`src/rtl/stack_spill.sv`:
```
// Small on-chip LIFO that spills its oldest entries to external memory and refills them on demand.
// Push/pop take effect on the clock edge; ready drops while a spill/fill is pending or in flight.
module stack_spill #(
    parameter int          l    = 16,
    parameter int          dep  = 2,
    parameter int          aw   = 4,
    parameter logic [15:0] base = 16'h0100
) (
    input  logic          clk,
    input  logic          reset,
    input  logic          push,
    input  logic          pop,
    input  logic [l-1:0]  din,
    output logic [l-1:0]  dout,
    output logic          ready,
    output logic [aw+1:0] level,
    output logic          ovf,
    output logic          unf,
    output logic          mem_rd,
    output logic          mem_wr,
    output logic [15:0]   mem_addr,
    output logic [l-1:0]  mem_wdata,
    input  logic [l-1:0]  mem_rdata,
    input  logic          mem_ack
);
    localparam int N    = 1 << dep;
    localparam int SMAX = 1 << aw;

    localparam logic [dep:0]  CNT_HI = (dep+1)'(N - 1);
    localparam logic [dep:0]  CNT_LO = (dep+1)'(1);
    localparam logic [aw:0]   SD_MAX = (aw+1)'(SMAX);
    localparam logic [aw+1:0] LV_MAX = (aw+2)'(N + SMAX);

    typedef enum logic [1:0] {IDLE, SPILL, FILL} state_t;

    state_t          state;
    logic [dep-1:0]  sp;
    logic [dep:0]    cnt;
    logic [aw:0]     sd;
    logic [l-1:0]    stk [N];

    logic            spill_req;
    logic            fill_req;
    logic [dep-1:0]  bot;
    logic            wr_en;
    logic [dep-1:0]  wr_idx;
    logic [l-1:0]    wr_dat;

    assign bot       = sp - cnt[dep-1:0] + dep'(1);
    assign spill_req = (cnt >= CNT_HI) && (sd < SD_MAX);
    assign fill_req  = (cnt <= CNT_LO) && (sd != '0);
    assign ready     = (state == IDLE) && !spill_req && !fill_req;
    assign level     = (aw+2)'(sd) + (aw+2)'(cnt);
    assign dout      = (cnt == '0) ? '0 : stk[sp];

    // Single buffer write port shared by accepted pushes and completed fills.
    always_comb begin
        wr_en  = 1'b0;
        wr_idx = sp;
        wr_dat = din;
        if (ready && push) begin
            if (pop && cnt != '0) begin
                wr_en  = 1'b1;
                wr_idx = sp;
            end else if (level < LV_MAX) begin
                wr_en  = 1'b1;
                wr_idx = sp + dep'(1);
            end
        end else if (state == FILL && mem_ack) begin
            wr_en  = 1'b1;
            wr_idx = bot - dep'(1);
            wr_dat = mem_rdata;
        end
    end

    always_ff @(posedge clk) begin
        if (wr_en)
            stk[wr_idx] <= wr_dat;
    end

    always_ff @(posedge clk or posedge reset) begin
        if (reset) begin
            state     <= IDLE;
            sp        <= '0;
            cnt       <= '0;
            sd        <= '0;
            ovf       <= 1'b0;
            unf       <= 1'b0;
            mem_rd    <= 1'b0;
            mem_wr    <= 1'b0;
            mem_addr  <= base;
            mem_wdata <= '0;
        end else begin
            case (state)
                IDLE: begin
                    if (spill_req) begin
                        state     <= SPILL;
                        mem_wr    <= 1'b1;
                        mem_addr  <= base + 16'({sd, 1'b0});
                        mem_wdata <= stk[bot];
                    end else if (fill_req) begin
                        state    <= FILL;
                        mem_rd   <= 1'b1;
                        mem_addr <= base + 16'({sd - (aw+1)'(1), 1'b0});
                    end else if (!(push && pop && cnt != '0)) begin
                        // Same-cycle push+pop with data on chip is a pure TOS overwrite.
                        if (pop && level == '0)
                            unf <= 1'b1;
                        if (push) begin
                            if (level < LV_MAX) begin
                                sp  <= sp + dep'(1);
                                cnt <= cnt + (dep+1)'(1);
                            end else begin
                                ovf <= 1'b1;
                            end
                        end else if (pop && cnt != '0) begin
                            sp  <= sp - dep'(1);
                            cnt <= cnt - (dep+1)'(1);
                        end
                    end
                end
                SPILL: begin
                    if (mem_ack) begin
                        state  <= IDLE;
                        mem_wr <= 1'b0;
                        cnt    <= cnt - (dep+1)'(1);
                        sd     <= sd + (aw+1)'(1);
                    end
                end
                FILL: begin
                    if (mem_ack) begin
                        state  <= IDLE;
                        mem_rd <= 1'b0;
                        cnt    <= cnt + (dep+1)'(1);
                        sd     <= sd - (aw+1)'(1);
                    end
                end
                default: state <= IDLE;
            endcase
        end
    end
endmodule

```
`config.mk`:
```
export PLATFORM = sky130hd
export DESIGN_NAME = stack_spill
export DESIGN_NICKNAME = d
export VERILOG_FILES = /design/src/rtl/stack_spill.sv
export SDC_FILE = /design/constraint.sdc
export NUM_CORES = 1
export LEC_CHECK = 0
export ABC_AREA = 1
export CORE_MARGIN = 2
export CORE_UTILIZATION = 50
export DETAILED_ROUTE_END_ITERATION = 8
export HOLD_SLACK_MARGIN = 0.05
export PLACE_DENSITY_LB_ADDON = 0.08
export SLEW_MARGIN = 0
export SYNTH_ARGS = -nofsm -noshare
export SYNTH_HDL_FRONTEND = slang
export SYNTH_SLANG_ARGS = --single-unit
```
`constraint.sdc`:
```
create_clock -name clk -period 5.2 [get_ports clk]
set_input_delay 0.52 -clock clk [delete_from_list [all_inputs] [get_ports clk]]
set_output_delay 0.52 -clock clk [all_outputs]
set_load 0.01 [all_outputs]
```
==> flow_summary.toml <==
[drt]
wl_per_cell_um = 16.5
vias = 4585
vias_per_cell = 5.49
drcViolationCount = 0
dr.pass1.iters = 7
drtIter0Drc = 382
wirelength_um = 13800
antenna_left = 0

[final_layout]
diodes = 0
fin_util = 0.622
syn2layout_area_growth_pct = 19.9
final_common_cell = "nand2_1"
finalNetCount = 744
final.fill_count = 935
final_cell_mix = "nand2_1 (118), clkdlybuf4s50_1 (84), edfxtp_1 (64)"
layout-drive-gt1-share = 0.0820

[synth]
synthArstFlopShare = 0.366
synth.largest_area_cell = "edfxtp_1"
ys_seq_area_frac = 0.502
yosys-top-cells-area = "edfxtp_1 (34%), dfrtp_1 (16%), nand2_1 (7.8%), o21ai_0 (5.5%), a21oi_1 (4.8%)"
yosys.area.top_type_share = 0.339
synth.cell_area_um2 = 5680
ys.flop_type = "edfxtp_1"
ys_seq_elements = 101
synthDistinctLibCells = 46
synth_edf_count = 64
avgSynthCellArea_um2 = 9.14
syn_inst = 621
ys_warn_count = 0

[floorplanning]
start_util = 0.519
die_x_um = 111
die_h_um = 111
rows = 38
dieArea_um2 = 12200
core_um2 = 10900
io-pin-count = 96

[clocking]
cts-buffers-inserted = 9
clockRootBuffer = "clkbuf_16"
clk_pin_slew_worst_paths_ns = 0.07
clock_path_buffers = 2
cts_resized = 0
cts_htree_levels = 3
cts_setup_buffers = 0
clock-sinks = 101
cts_tree = "yes"
cts_hold_buf = 0
insertion_delay_ns = 0.35

[power_and_ir_drop]
leakage_nw = 2.81
power_density_nw_per_um2 = 734
vdd_drop_max_v = 0.000362

[global_route]
grt_pass1_vias = 4654
grtUsageTotal = 0.226
antenna_found_initial = 0
grt_max_degree = 48
grt_pass1_wl_um = 22200
overflow = 0

[timing]
setup_tns_ns = 0
min_period_over_period = 0.695
worstMarginPinSlew_ns = 0.949
slew_violations = 0
slew_headroom = 0.367
rsz0062_at_grt = "no"
setup_viol = 0
fin_skew_ns = 0.00827
max_freq_ghz = 0.277
fin_crit_ns = 3.61
final_hold_viol_count = 0

[placed_design]
globalplace.congestion = 0.907
dp_hpwl_um = 9690
port_buffers = 84

[setup_path]
r2r_setup_slack_ns = 1.59
crit_required_ns = 5.24
cp_max_fo = 26
arrival_ns = 3.65
worst_setup_path_start_kind = "register"
path_class = "reg2reg"
end_kind = "register"

[hold_path]
min_path_type = "reg2reg"

[run]
max_cap_violations = 0

[run_status]
status = "finished, final reports clean"
==> worst max-delay path, stage by stage, from the launching register on <==
cell and delay, ns:
dfrtp_1 0.89, ha_1 0.83, inv_1 0.54, nor2_1 0.26
o21bai_1 0.16, or2_0 0.14, nand3_1 0.10, nor2_1 0.11
buf_4 0.26
==> final timing paths <==
check | start | end | cells past startpoint
setup / recovery | sp[0] | stk[2][6] | 8
hold / removal | unf | unf | 1
setup reg to reg | sp[0] | stk[2][6] | 8
hold reg to reg | unf | unf | 1
max in group asynchronous | reset | mem_wdata[13] | 3
min in group asynchronous | reset | mem_wdata[9] | 3
==> area by class of cell <==
class	count	area, um2	area share
clock buffer	9	225	0.0331
clock inverter	7	55.1	0.00809
inverter	55	206	0.0303
multi-input combinational	434	2420	0.355
sequential	101	2850	0.418
tap	140	175	0.0257
timing repair buffer	89	878	0.129
==> metal layers <==
| metal | vias up | GRT usage | wire (um) |
|---|---|---|---|
| li1 | 2233 | - | - |
| met1 | 2173 | 0.254 | 5680 |
| met4 | 0 | 0.0900 | 213 |
| met5 | - | 0 | 0 |
| met2 | 153 | 0.418 | 7200 |
| met3 | 26 | 0.0456 | 663 |
==> cell usage after synthesis, drive strengths merged (2+ instances only) <==
cell type / count
a22oi: 2
clkbuf: 14
nor2: 53
inv: 54
xnor2: 2
xor2: 9
or2: 3
mux2: 16
a211oi: 3
a31oi: 4
buf: 26
o211ai: 8
nor3: 3
nand4: 6
nand2: 124
o21bai: 4
dfrtp: 37
ha: 16
a21oi: 54
o21ai: 75
edfxtp: 64
nand3: 37
conb: 2
==> kinds of logic after synthesis <==
kind of cell,synth area share
DFF,0.502
adders and majority gates,0.0388
and+or+nand+nor,0.180
muxes,0.0377
xor gates and xnor gates,0.0170
AOI/OAI and AO/OA,0.145
buffers and inverters,0.0780
other,0.00132
==> report_power, final <==
part	internal, W	switching [W]
combinational	0.00113	0.00174
clock	0.000332	0.000316
sequential	0.00122	0.000254
total	0.00268	0.00232
==> flip-flops by register name (all words and copies together), names as in the netlist <==
register   count
cnt            3
mem_addr       5
mem_rd         1
mem_wdata     16
mem_wr         1
ovf            1
sd             5
sp             2
state          2
stk           64
unf            1
==> per-stage QoR <==
step	cell area (um2)	total power, W	setup WS (ns)	std cells	hold WS [ns]
3_5_place_dp	6530	0.00434	1.61	819	0.465
2_1_floorplan	5710	0.00335	2.10	630	0.512
6_report	6810	0.00499	1.59	835	0.478
4_1_cts	6810	0.00500	1.59	835	0.484
3_3_place_gp	6530	0.00427	1.78	819	0.466
5_1_grt	6810	0.00537	1.26	835	0.493
Power figures use the tool's default switching activity.
